**src/rtl/flu_extract_field_if.sv**
```systemverilog
// FLU receive stream plus extracted-field result channel.
// The master drives RX and consumes EX; the slave is the extractor.
interface flu_extract_field_if #(
    parameter int unsigned DataWidth    = 512,
    parameter int unsigned SopPosWidth  = 3,
    parameter int unsigned EopPosWidth  = $clog2(DataWidth / 8),
    parameter int unsigned OffsetWidth  = 10,
    parameter int unsigned ExtractBytes = 4
);
    logic [DataWidth-1:0]      rx_data;
    logic [SopPosWidth-1:0]    rx_sop_pos;
    logic [EopPosWidth-1:0]    rx_eop_pos;
    logic                      rx_sop;
    logic                      rx_eop;
    logic                      rx_src_rdy;
    logic                      rx_dst_rdy;
    logic [OffsetWidth-1:0]    offset;
    logic [8*ExtractBytes-1:0] ex_data;
    logic                      ex_found;
    logic                      ex_src_rdy;
    logic                      ex_dst_rdy;

    modport master (
        output rx_data, rx_sop_pos, rx_eop_pos, rx_sop, rx_eop, rx_src_rdy, offset, ex_dst_rdy,
        input  rx_dst_rdy, ex_data, ex_found, ex_src_rdy
    );

    modport slave (
        input  rx_data, rx_sop_pos, rx_eop_pos, rx_sop, rx_eop, rx_src_rdy, offset, ex_dst_rdy,
        output rx_dst_rdy, ex_data, ex_found, ex_src_rdy
    );
endinterface

```
**src/rtl/flu_extract_field.sv**
```systemverilog
// FLU field extractor: captures ExtractBytes bytes at a per-packet offset and
// emits one result per packet with a flag telling whether the field was complete.
module flu_extract_field #(
    parameter int unsigned DataWidth    = 512,
    parameter int unsigned SopPosWidth  = 3,
    parameter int unsigned EopPosWidth  = $clog2(DataWidth / 8),
    parameter int unsigned OffsetWidth  = 10,
    parameter int unsigned ExtractBytes = 4,
    parameter bit          InputPipe    = 1'b1
) (
    input logic                clk_i,
    input logic                rst_ni,
    flu_extract_field_if.slave bus
);
    localparam int unsigned NumBytes = DataWidth / 8;
    localparam int unsigned BlkBytes = NumBytes >> SopPosWidth;
    // Wide enough for offset + word size + slot index without wrap.
    localparam int unsigned CntW =
        ((OffsetWidth > EopPosWidth) ? OffsetWidth : EopPosWidth) + 2;
    localparam logic [CntW-1:0] NumBytesC = CntW'(NumBytes);
    localparam logic [CntW-1:0] BlkBytesC = CntW'(BlkBytes);
    // Past this count no slot can match any more, so the counter may stop.
    localparam logic [CntW-1:0] CntMax = CntW'((1 << OffsetWidth) + ExtractBytes);

    typedef enum logic [0:0] {StIdle, StInPkt} state_e;
    state_e state_q, state_d;

    logic [DataWidth-1:0]   w_data;
    logic [SopPosWidth-1:0] w_sop_pos;
    logic [EopPosWidth-1:0] w_eop_pos;
    logic                   w_sop, w_eop, w_valid;
    logic [OffsetWidth-1:0] w_offset;
    logic                   stall, proc_en, rdy_q;

    logic                         res_valid_q, res_found_q;
    logic [ExtractBytes-1:0][7:0] res_data_q, res_src;
    logic [ExtractBytes-1:0]      res_v_src;

    logic [ExtractBytes-1:0][7:0] col_q, col_d, old_col, new_col;
    logic [ExtractBytes-1:0]      colv_q, colv_d, old_v, new_v;
    logic [OffsetWidth-1:0]       off_q, off_d;
    logic [CntW-1:0]              cnt_q, cnt_d, cnt_inc;

    logic            in_pkt, close_old, open_new, close_new;
    logic [CntW-1:0] sop_start, eop_pos, idx_old, idx_new, tgt_old;
    logic [7:0]      w_bytes [NumBytes];

    // An EOP word may not be consumed while an unread result blocks the register.
    assign stall          = res_valid_q & ~bus.ex_dst_rdy & w_eop & w_valid;
    assign bus.rx_dst_rdy = rdy_q & ~stall;

    if (InputPipe) begin : g_pipe
        logic                   p_valid_q, p_sop_q, p_eop_q;
        logic [DataWidth-1:0]   p_data_q;
        logic [SopPosWidth-1:0] p_sop_pos_q;
        logic [EopPosWidth-1:0] p_eop_pos_q;
        logic [OffsetWidth-1:0] p_offset_q;

        // Input register stage; refills in the same cycle it drains.
        always_ff @(posedge clk_i) begin
            if (!rst_ni) begin
                p_valid_q   <= 1'b0;
                p_sop_q     <= 1'b0;
                p_eop_q     <= 1'b0;
                p_data_q    <= '0;
                p_sop_pos_q <= '0;
                p_eop_pos_q <= '0;
                p_offset_q  <= '0;
            end else if (bus.rx_src_rdy && bus.rx_dst_rdy) begin
                p_valid_q   <= 1'b1;
                p_sop_q     <= bus.rx_sop;
                p_eop_q     <= bus.rx_eop;
                p_data_q    <= bus.rx_data;
                p_sop_pos_q <= bus.rx_sop_pos;
                p_eop_pos_q <= bus.rx_eop_pos;
                p_offset_q  <= bus.offset;
            end else if (proc_en) begin
                p_valid_q <= 1'b0;
            end
        end

        assign w_valid   = p_valid_q;
        assign w_sop     = p_sop_q;
        assign w_eop     = p_eop_q;
        assign w_data    = p_data_q;
        assign w_sop_pos = p_sop_pos_q;
        assign w_eop_pos = p_eop_pos_q;
        assign w_offset  = p_offset_q;
        assign proc_en   = p_valid_q & ~stall;
    end else begin : g_nopipe
        assign w_valid   = 1'b1;
        assign w_sop     = bus.rx_sop;
        assign w_eop     = bus.rx_eop;
        assign w_data    = bus.rx_data;
        assign w_sop_pos = bus.rx_sop_pos;
        assign w_eop_pos = bus.rx_eop_pos;
        assign w_offset  = bus.offset;
        assign proc_en   = bus.rx_src_rdy & bus.rx_dst_rdy;
    end

    // Ready comes up one cycle after reset release.
    always_ff @(posedge clk_i) begin
        if (!rst_ni) rdy_q <= 1'b0;
        else         rdy_q <= 1'b1;
    end

    // Packet state register.
    always_ff @(posedge clk_i) begin
        if (!rst_ni) state_q <= StIdle;
        else         state_q <= state_d;
    end

    // Next state: a SOP always opens (possibly closing in the same word).
    always_comb begin
        state_d = state_q;
        if (open_new)       state_d = close_new ? StIdle : StInPkt;
        else if (close_old) state_d = StIdle;
    end

    // Word decode: which packet(s) the processed word closes or opens.
    always_comb begin
        sop_start = CntW'(w_sop_pos) * BlkBytesC;
        eop_pos   = CntW'(w_eop_pos);
        in_pkt    = (state_q == StInPkt);
        open_new  = proc_en & w_sop;
        close_new = open_new & w_eop & (eop_pos >= sop_start);
        close_old = proc_en & in_pkt & w_eop & (~w_sop | (eop_pos < sop_start));
    end

    // Byte view of the working word.
    always_comb begin
        for (int unsigned b = 0; b < NumBytes; b++) w_bytes[b] = w_data[8*b +: 8];
    end

    // Per-slot capture for the continuing packet and for a packet starting here.
    always_comb begin
        old_col = col_q;
        old_v   = colv_q;
        new_col = '0;
        new_v   = '0;
        tgt_old = '0;
        idx_old = '0;
        idx_new = '0;
        for (int unsigned k = 0; k < ExtractBytes; k++) begin
            tgt_old = CntW'(off_q) + CntW'(k);
            idx_old = tgt_old - cnt_q;
            if (in_pkt && (tgt_old >= cnt_q) && (idx_old < NumBytesC) &&
                (!w_sop || idx_old < sop_start) && (!close_old || idx_old <= eop_pos)) begin
                old_col[k] = w_bytes[idx_old[EopPosWidth-1:0]];
                old_v[k]   = 1'b1;
            end
            idx_new = sop_start + CntW'(w_offset) + CntW'(k);
            if (w_sop && (idx_new < NumBytesC) && (!close_new || idx_new <= eop_pos)) begin
                new_col[k] = w_bytes[idx_new[EopPosWidth-1:0]];
                new_v[k]   = 1'b1;
            end
        end
    end

    // Collector next state; a new SOP discards whatever the old packet left.
    always_comb begin
        col_d   = col_q;
        colv_d  = colv_q;
        off_d   = off_q;
        cnt_d   = cnt_q;
        cnt_inc = cnt_q + NumBytesC;
        if (open_new) begin
            col_d  = new_col;
            colv_d = new_v;
            off_d  = w_offset;
            cnt_d  = NumBytesC - sop_start;
        end else if (close_old) begin
            col_d  = '0;
            colv_d = '0;
            cnt_d  = '0;
        end else if (proc_en && in_pkt) begin
            col_d  = old_col;
            colv_d = old_v;
            cnt_d  = (cnt_inc > CntMax) ? CntMax : cnt_inc;
        end
    end

    // Collector registers.
    always_ff @(posedge clk_i) begin
        if (!rst_ni) begin
            col_q  <= '0;
            colv_q <= '0;
            off_q  <= '0;
            cnt_q  <= '0;
        end else begin
            col_q  <= col_d;
            colv_q <= colv_d;
            off_q  <= off_d;
            cnt_q  <= cnt_d;
        end
    end

    // Result source: the closing packet, with uncaptured slots zeroed.
    always_comb begin
        res_v_src = close_old ? old_v : new_v;
        for (int unsigned k = 0; k < ExtractBytes; k++) begin
            res_src[k] = res_v_src[k] ? (close_old ? old_col[k] : new_col[k]) : 8'h00;
        end
    end

    // Result register; held until the consumer takes it.
    always_ff @(posedge clk_i) begin
        if (!rst_ni) begin
            res_valid_q <= 1'b0;
            res_data_q  <= '0;
            res_found_q <= 1'b0;
        end else if (close_old || close_new) begin
            res_valid_q <= 1'b1;
            res_data_q  <= res_src;
            res_found_q <= &res_v_src;
        end else if (bus.ex_dst_rdy) begin
            res_valid_q <= 1'b0;
        end
    end

    assign bus.ex_data    = res_data_q;
    assign bus.ex_found   = res_found_q;
    assign bus.ex_src_rdy = res_valid_q;
endmodule

```
**src/flat_wrapper.sv**
```systemverilog
// flat-port wrapper written by rule: the top's interface ports become plain ports
module flu_extract_field_flat 
#(
    parameter int unsigned DataWidth    = 512,
    parameter int unsigned SopPosWidth  = 3,
    parameter int unsigned EopPosWidth  = $clog2(DataWidth / 8),
    parameter int unsigned OffsetWidth  = 10,
    parameter int unsigned ExtractBytes = 4,
    parameter bit          InputPipe    = 1'b1
)
  (clk_i, rst_ni, bus_rx_data, bus_rx_sop_pos, bus_rx_eop_pos, bus_rx_sop, bus_rx_eop, bus_rx_src_rdy, bus_offset, bus_ex_dst_rdy, bus_rx_dst_rdy, bus_ex_data, bus_ex_found, bus_ex_src_rdy);
  flu_extract_field_if #(.DataWidth(DataWidth), .SopPosWidth(SopPosWidth), .EopPosWidth(EopPosWidth), .OffsetWidth(OffsetWidth), .ExtractBytes(ExtractBytes)) bus_i ();
  input logic clk_i;
  input logic rst_ni;
  input wire logic [$bits(bus_i.rx_data)-1:0] bus_rx_data;
  input wire logic [$bits(bus_i.rx_sop_pos)-1:0] bus_rx_sop_pos;
  input wire logic [$bits(bus_i.rx_eop_pos)-1:0] bus_rx_eop_pos;
  input wire logic [$bits(bus_i.rx_sop)-1:0] bus_rx_sop;
  input wire logic [$bits(bus_i.rx_eop)-1:0] bus_rx_eop;
  input wire logic [$bits(bus_i.rx_src_rdy)-1:0] bus_rx_src_rdy;
  input wire logic [$bits(bus_i.offset)-1:0] bus_offset;
  input wire logic [$bits(bus_i.ex_dst_rdy)-1:0] bus_ex_dst_rdy;
  output wire logic [$bits(bus_i.rx_dst_rdy)-1:0] bus_rx_dst_rdy;
  output wire logic [$bits(bus_i.ex_data)-1:0] bus_ex_data;
  output wire logic [$bits(bus_i.ex_found)-1:0] bus_ex_found;
  output wire logic [$bits(bus_i.ex_src_rdy)-1:0] bus_ex_src_rdy;
  assign bus_i.rx_data = bus_rx_data;
  assign bus_i.rx_sop_pos = bus_rx_sop_pos;
  assign bus_i.rx_eop_pos = bus_rx_eop_pos;
  assign bus_i.rx_sop = bus_rx_sop;
  assign bus_i.rx_eop = bus_rx_eop;
  assign bus_i.rx_src_rdy = bus_rx_src_rdy;
  assign bus_i.offset = bus_offset;
  assign bus_i.ex_dst_rdy = bus_ex_dst_rdy;
  assign bus_rx_dst_rdy = bus_i.rx_dst_rdy;
  assign bus_ex_data = bus_i.ex_data;
  assign bus_ex_found = bus_i.ex_found;
  assign bus_ex_src_rdy = bus_i.ex_src_rdy;
  flu_extract_field #(.DataWidth(DataWidth), .SopPosWidth(SopPosWidth), .EopPosWidth(EopPosWidth), .OffsetWidth(OffsetWidth), .ExtractBytes(ExtractBytes), .InputPipe(InputPipe)) u_core (.clk_i(clk_i), .rst_ni(rst_ni), .bus(bus_i));
endmodule
```
**config.mk**
```make
export PLATFORM = sky130hd
export DESIGN_NAME = flu_extract_field_flat
export DESIGN_NICKNAME = d
export VERILOG_FILES = /design/src/rtl/flu_extract_field_if.sv /design/src/rtl/flu_extract_field.sv /design/src/flat_wrapper.sv
export SDC_FILE = /design/constraint.sdc
export NUM_CORES = 2
export LEC_CHECK = 0
export CORE_MARGIN = 5
export CORE_UTILIZATION = 30
export CTS_BUF_LIST = sky130_fd_sc_hd__clkbuf_16
export CTS_CLUSTER_DIAMETER = 30
export DETAILED_ROUTE_END_ITERATION = 7
export GPL_ROUTABILITY_DRIVEN = 0
export GPL_TIMING_DRIVEN = 0
export HOLD_SLACK_MARGIN = 0.1
export PLACE_DENSITY_LB_ADDON = 0.12
export RECOVER_POWER = 25
export REMOVE_ABC_BUFFERS = 1
export SETUP_SLACK_MARGIN = 0.5
export SLEW_MARGIN = 20
export SYNTH_ARGS = -nofsm -noshare
export SYNTH_HDL_FRONTEND = slang
export SYNTH_SLANG_ARGS = --single-unit
```
**constraint.sdc**
```tcl
create_clock -name clk_i -period 11.3 [get_ports clk_i]
set_input_delay 1.13 -clock clk_i [delete_from_list [all_inputs] [get_ports clk_i]]
set_output_delay 1.13 -clock clk_i [all_outputs]
set_load 0.02 [all_outputs]
```
# Yosys cells after proc, flatten, opt, wreduce, memory -nomap -nowiden
# Index checks and enable logic that the tools add are counted.
# Widths: inputs -> output; s select.
# word_totals
register_bits,628
in_bits,537
out_inout_bits,35
# op_classes
add_sub_neg,13
n_lt_le_gt_ge,35
mux,67
n_bitwise,23
n_reduce_logical,47
# op_table
cell,count
$bmux 8 s6,8
$mux 8,32
$le 12x6->1,8
$lt 12x7->1 const B,8
$mux 32,3
$ge 7x7->1 const B,8
$not 6->7,8
$lt 12x6->1,4
$mux 12,4
$ge 12x12->1,3
$sub 12x12->12,3
$logic_and 1x1->1,26
$add 12x2->12 const B,2
$add 10x2->11 const B,2
$mux 1,16
$mux 4,4
$logic_or 1x1->1,13
$add 12x1->12 const B,1
$add 12x7->12 const B,1
$ge 10x12->1,1
$gt 12x11->1 const B,1
$sub 10x12->12,1
$add 10x1->11 const B,1
$add 6x10->11,1
10 further kinds,26

# Depth between registers and ports, before layout
# logic_depth
depth_word,16
depth_mapped,28
mapped_depth_nobuf,18

# Worst setup path before layout
# Ideal clock, no wire load.
# synth_path
path_type,register to register
startpoint,register u_core.off_q[0]
endpoint,register u_core.col_q[29] in the netlist's numbering
setup_time_ps,132
arrival_time_ps,5674
required_ps,11168
slack_ps,5494
path_stages_with_launch,29
n_path_buf,10
period_less_slack_ps,5806
cell_sequence,dfxtp_1 -> buf_2 -> buf_2 -> buf_2 -> buf_2 -> buf_2 -> buf_2 -> buf_4 -> inv_1 -> ha_1 -> nor2_1 -> xor2_1 -> ha_1 -> o211a_1 -> or3_1 -> and2_1 -> clkbuf_1 -> clkbuf_1 -> ha_1 -> nand4_1 -> nor3b_1 -> a21oi_1 -> a32oi_1 -> and4_1 -> buf_2 -> nand2_1 -> mux2_2 -> nand2_1 -> a21oi_1
# synth_between
elab_chain_cells,10
# synth_rtl
item,line,text
start: declaration,flu_extract_field.sv:41,"logic [OffsetWidth-1:0] off_q, off_d;"
start signal: assignment,flu_extract_field.sv:188,off_q <= '0;
start signal: assignment,flu_extract_field.sv:193,off_q <= off_d;
$add 10x2->11 *,flu_extract_field.sv:145,tgt_old = CntW'(off_q) + CntW'(k);
$sub 12x12->12 or $ge 12x12->1 (tied branches),"flu_extract_field.sv:146, flu_extract_field.sv:147",
$not 6->7 (not written as such) (tied with other cells),flu_extract_field.sv:149,old_col[k] = w_bytes[idx_old[EopPosWidth-1:0]];
$bmux 8 s6 (tied with other cells),flu_extract_field.sv:149,
$mux 8 (not written as such) or $logic_and 1x1->1 (tied branches),"flu_extract_field.sv:149, flu_extract_field.sv:147",
$mux 8 (not written as such) or $logic_and 1x1->1 (tied branches),"flu_extract_field.sv:149, flu_extract_field.sv:148",
$mux 8 *,flu_extract_field.sv:147,if (in_pkt && (tgt_old >= cnt_q) && (idx_old < NumBytesC) &&
$mux 32 *,flu_extract_field.sv:176,end else if (proc_en && in_pkt) begin
$mux 32 *,flu_extract_field.sv:172,end else if (close_old) begin
$mux 32 *,flu_extract_field.sv:167,if (open_new) begin
end signal: assignment,flu_extract_field.sv:191,col_q <= col_d;
end: declaration,flu_extract_field.sv:39,"logic [ExtractBytes-1:0][7:0] col_q, col_d, old_col, new_col;"
# Mark *: on every way between the ends. The rest lies on a longest branch, timed or not. The select of a mux whose other input is x is not followed.
# A chain may end at the register's enable or synchronous reset.

# Worst setup path after layout
# layout_path
startpoint,register u_core.off_q[1]
endpoint,"register u_core.res_data_q, in the netlist u_core.bus.ex_data[29]"
# layout_between
elab_chain_cells,9
# layout_rtl
item,line,text
$add 10x2->11 *,flu_extract_field.sv:145,
$sub 12x12->12 or $ge 12x12->1 (tied branches),"flu_extract_field.sv:146, flu_extract_field.sv:147",
$not 6->7 (not written as such) (tied with other cells),flu_extract_field.sv:149,
$bmux 8 s6 (tied with other cells),flu_extract_field.sv:149,
$mux 8 (not written as such) or $logic_and 1x1->1 (tied branches),"flu_extract_field.sv:149, flu_extract_field.sv:147",
$mux 8 (not written as such) or $logic_and 1x1->1 (tied branches),"flu_extract_field.sv:149, flu_extract_field.sv:148",
$mux 8 or $mux 1 (tied branches),flu_extract_field.sv:147,
$mux 8 or $mux 4 (tied branches),"flu_extract_field.sv:202, flu_extract_field.sv:200",
$mux 8 *,flu_extract_field.sv:202,res_src[k] = res_v_src[k] ? (close_old ? old_col[k] : new_col[k]) : 8'h00;
end signal: assignment,flu_extract_field.sv:214,res_data_q <= res_src;
end: declaration,flu_extract_field.sv:36,"logic [ExtractBytes-1:0][7:0] res_data_q, res_src;"
# Marks and branches as above.

==> results.json <==
{
  "status": "finished, violations left",
  "ir_drop_v": 0.000174,
  "hold_path_class": "reg2reg",
  "fmax_ghz": 0.127,
  "core_area_sq_mm": 0.195,
  "fp.dieW_um": 453,
  "dp_hpwl_mm": 209,
  "combPwrFrac_pct": 17.8,
  "critPathCapture": "u_core.bus.ex_data[29]$_SDFFE_PN0P_",
  "r2r_end": "u_core.bus.ex_data[29]$_SDFFE_PN0P_",
  "rsz0062_at_grt": "no",
  "fillers": 19200,
  "syn_area_sq_mm": 0.0589,
  "grt_usage_pct": 27.1,
  "clk_latency_ns": 0.85,
  "slew_violations": 309,
  "finalWorstSetupSlack_ns": 3.43,
  "reg2reg_depth": 18,
  "grt_pass1_vias": 54800,
  "synth-edff-count": 0,
  "power.total_w": 0.00944,
  "dieArea_sq_mm": 0.205,
  "area_delta_synth_final_pct": 29.7,
  "criticalPathCategory": "reg2reg",
  "fin_skew_ns": 0.0640,
  "hold_viol": 0,
  "slowest_delay_ns": 0.91,
  "yosys_most_used_dff": "dfxtp_1",
  "powerDensity_mw_per_mm2": 124,
  "crit_slowest_cell": "and4_1",
  "cts_sinks": 626,
  "path_max_fanout": 22,
  "leakage_nw": 25.2,
  "wire_per_inst_um": 32.3,
  "synth-compound-area-share_pct": 11.5,
  "crit_cells": 18,
  "fp.dieH_um": 453,
  "finalCritPeriodShare_pct": 69.6,
  "crit_chain": "inv_1, ha_1, a21oi_1, xnor2_1, ha_1, or3_2, buf_12, nand2_4, buf_12, clkinv_1, ha_1, nor3_1, o21ai_0, a32oi_1, and4_1, o21ai_0, a21oi_2, a22o_1",
  "initial_utilization_pct": 30.2,
  "finalSetupTns_ns": 0,
  "cp_top_family": "simple AND/OR/NAND/NOR gates",
  "start_kind": "flop",
  "cpMostUsedCell": "ha_1",
  "clockBufferDepth": 3,
  "cts_tree": "done",
  "r2r-start": "u_core.off_q[1]$_SDFFE_PN0P_",
  "worstMarginPinSlew_ns": 3.12,
  "io_buffer_count": 571,
  "via_per_inst": 6.26,
  "whs_ns": 0.444,
  "clk_pin_slew_ns": 0.04,
  "drc_errors": 0,
  "synth_xor_area_share_pct": 0.801,
  "clock_power_share_pct": 55.4,
  "register_area_sq_mm": 0.0125,
  "h-tree-depth": 4,
  "synthMuxAreaShare_pct": 46.7,
  "totalWireLength_mm": 286,
  "dpl_worst_slack_ns": 3.53,
  "intPower_w": 0.00665,
  "ant_nets": 0,
  "cts_buffers": 194,
  "vias": 55500,
  "cts_resized": 0,
  "multiInputGateArea_sq_mm": 0.0443,
  "synth_warnings": 0,
  "cts_root_buf": "clkbuf_16",
  "num_rows": 162,
  "setup_viol_count_final": 0,
  "critPathCaptureType": "flop",
  "maxCapViolations": 6,
  "ys_seq_area_share_pct": 21.3,
  "grt_pass1_wl_mm": 406,
  "violations": "max-capacitance violations, max-slew violations",
  "power_frac_seq_pct": 26.9,
  "grt_max_degree": 124,
  "ys_ff_latch": 626,
  "yosys.area_share.simple_pct": 13.0,
  "ff2ff_setup_slack_ns": 3.43,
  "fin_crit_ns": 7.87,
  "antenna_found_initial": 18,
  "first_iter_violations": 6735,
  "ys_types": 83,
  "slew_headroom_pct": -108,
  "drive_gt1_share_pct": 28.3,
  "post_cts_buffers": 0,
  "critPathBufInv": 4,
  "critPathRequiredTime_ns": 12.08,
  "startpoint": "u_core.off_q[1]$_SDFFE_PN0P_",
  "drtPass1Iterations": 6,
  "synth_top_family_by_area": "multiplexers",
  "synthCells": 5684,
  "top_level_ports": 572,
  "switching_power_w": 0.00279,
  "power.share.switching_pct": 29.5,
  "nNetsFinal": 6716,
  "cts-hold-fix-buffers": 0,
  "cp.arrival_ns": 8.65,
  "grt-ovfl-total": 0,
  "synth_fa_ha_area_share_pct": 2.32,
  "async_flop_share_pct": 0,
  "avgSynthCellArea_sq_um": 10.4
}
Yosys cell counts, drive strengths merged, types with 7 or more instances:
master / instances / area share (%)
a31oi: 46 / 0.49
mux2: 28 / 0.54
xor2: 18 / 0.27
or3: 16 / 0.18
nor2b: 27 / 0.29
nand2b: 11 / 0.12
a22o: 21 / 0.31
and4: 9 / 0.13
o21a: 27 / 0.34
o221a: 8 / 0.15
nand4: 21 / 0.22
mux4: 1163 / 44
a21oi: 650 / 5.5
mux2i: 101 / 1.7
ha: 106 / 2.3
o211ai: 26 / 0.33
a22oi: 39 / 0.50
dfxtp: 626 / 21
clkbuf: 383 / 2.4
a311oi: 7 / 0.10
and2: 28 / 0.30
o221ai: 16 / 0.24
buf: 183 / 1.5
a211o: 9 / 0.13
a211oi: 61 / 0.79
nor3: 29 / 0.25
a221oi: 9 / 0.14
o22ai: 25 / 0.27
a2111oi: 34 / 0.52
nand3: 115 / 0.98
a21o: 10 / 0.13
inv: 59 / 0.38
and3: 43 / 0.46
o21ai: 94 / 0.80
nand2: 1397 / 8.9
o31ai: 11 / 0.14
nor4: 9 / 0.096
nor2: 106 / 0.68
xnor2: 35 / 0.53
power groups by stage:
stage	Combinational, W	Sequential (W)	Clock (W)
after detailed placement	0.00166	0.00256	0
final	0.00168	0.00254	0.00523
after floorplan	0.00106	0.00250	0
after CTS	0.00167	0.00253	0.00533
after global placement	0.00179	0.00262	0
after global routing	0.00176	0.00255	0.00546
worst min-delay path, cell delays in order, from the launching register on:
cell and delay (ns):
dfxtp_1 0.30, inv_1 0.05, a21oi_1 0.05
layer usage:
metal,GRT usage [%],routed length [um]
met5,0.187,80
met4,17.2,20900
met3,7.91,26700
met2,41.5,130000
met1,33.6,109000
logic make-up after synthesis:
family          count (synthesis)
simple gates                 1843
mux                          1292
compound gates               1130
buf+inv                       630
flops                         626
fa+ha+maj                     108
xor+xnor                       53
other cells                     2
flip-flops by register name, indices dropped and copies added (netlist names), 3 cells and up:
| name | flops |
|---|---|
| u_core.g_pipe.p_sop_pos_q | 3 |
| u_core.cnt_q | 10 |
| u_core.colv_q | 4 |
| u_core.g_pipe.p_offset_q | 10 |
| u_core.g_pipe.p_data_q | 512 |
| u_core.g_pipe.p_eop_pos_q | 6 |
| u_core.col_q | 32 |
| u_core.off_q | 10 |
| u_core.bus.ex_data | 32 |
cell usage in the layout, fill, tap and decap left out, types with 26 or more instances in the layout:
cell type	n
mux2_2	28
buf_16	89
buf_12	32
buf_6	33
mux4_2	1163
dfxtp_1	622
clkbuf_16	195
a21oi_1	646
o211ai_1	26
nor2b_1	26
a22oi_1	39
o21a_1	27
a2111oi_0	27
ha_1	99
clkinv_2	35
a211oi_1	57
clkdlybuf4s50_1	560
mux2i_1	101
nor2_1	99
nand2_1	1394
inv_1	87
a31oi_1	46
clkinv_1	37
nand3_1	113
and3_1	41
o21ai_0	91
layout make-up:
cell class	count	area share [%]
multi-input combinational	4429	58.0
sequential	626	16.4
timing repair buffer	756	12.4
clock buffer	195	6.39
tap	2624	4.30
clock inverter	162	2.01
inverter	64	0.351
antenna	17	0.0557
metrics by stage:
step	utilization, %	std cells	cell area [sq um]
floorplan	-	5119	56600
global placement	33.6	8314	65600
detailed placement	35.9	8499	70000
CTS	39.2	8856	76400
global route	39.1	8864	76300
finish	39.2	8873	76400
how the worst min path moves through the flow:
stage | from | endpoint | depth (start not counted)
finish | u_core.colv_q[3]$_SDFFE_PN0P_ | u_core.colv_q[3]$_SDFFE_PN0P_ | 2
floorplan | u_core.colv_q[3]$_SDFFE_PN0P_ | u_core.colv_q[3]$_SDFFE_PN0P_ | 2
detailed placement | u_core.colv_q[1]$_SDFFE_PN0P_ | u_core.colv_q[1]$_SDFFE_PN0P_ | 2
CTS | u_core.colv_q[1]$_SDFFE_PN0P_ | u_core.colv_q[1]$_SDFFE_PN0P_ | 2
global placement | u_core.colv_q[1]$_SDFFE_PN0P_ | u_core.colv_q[1]$_SDFFE_PN0P_ | 2
global route | u_core.colv_q[1]$_SDFFE_PN0P_ | u_core.colv_q[1]$_SDFFE_PN0P_ | 2
Power figures use the tool's default switching activity.
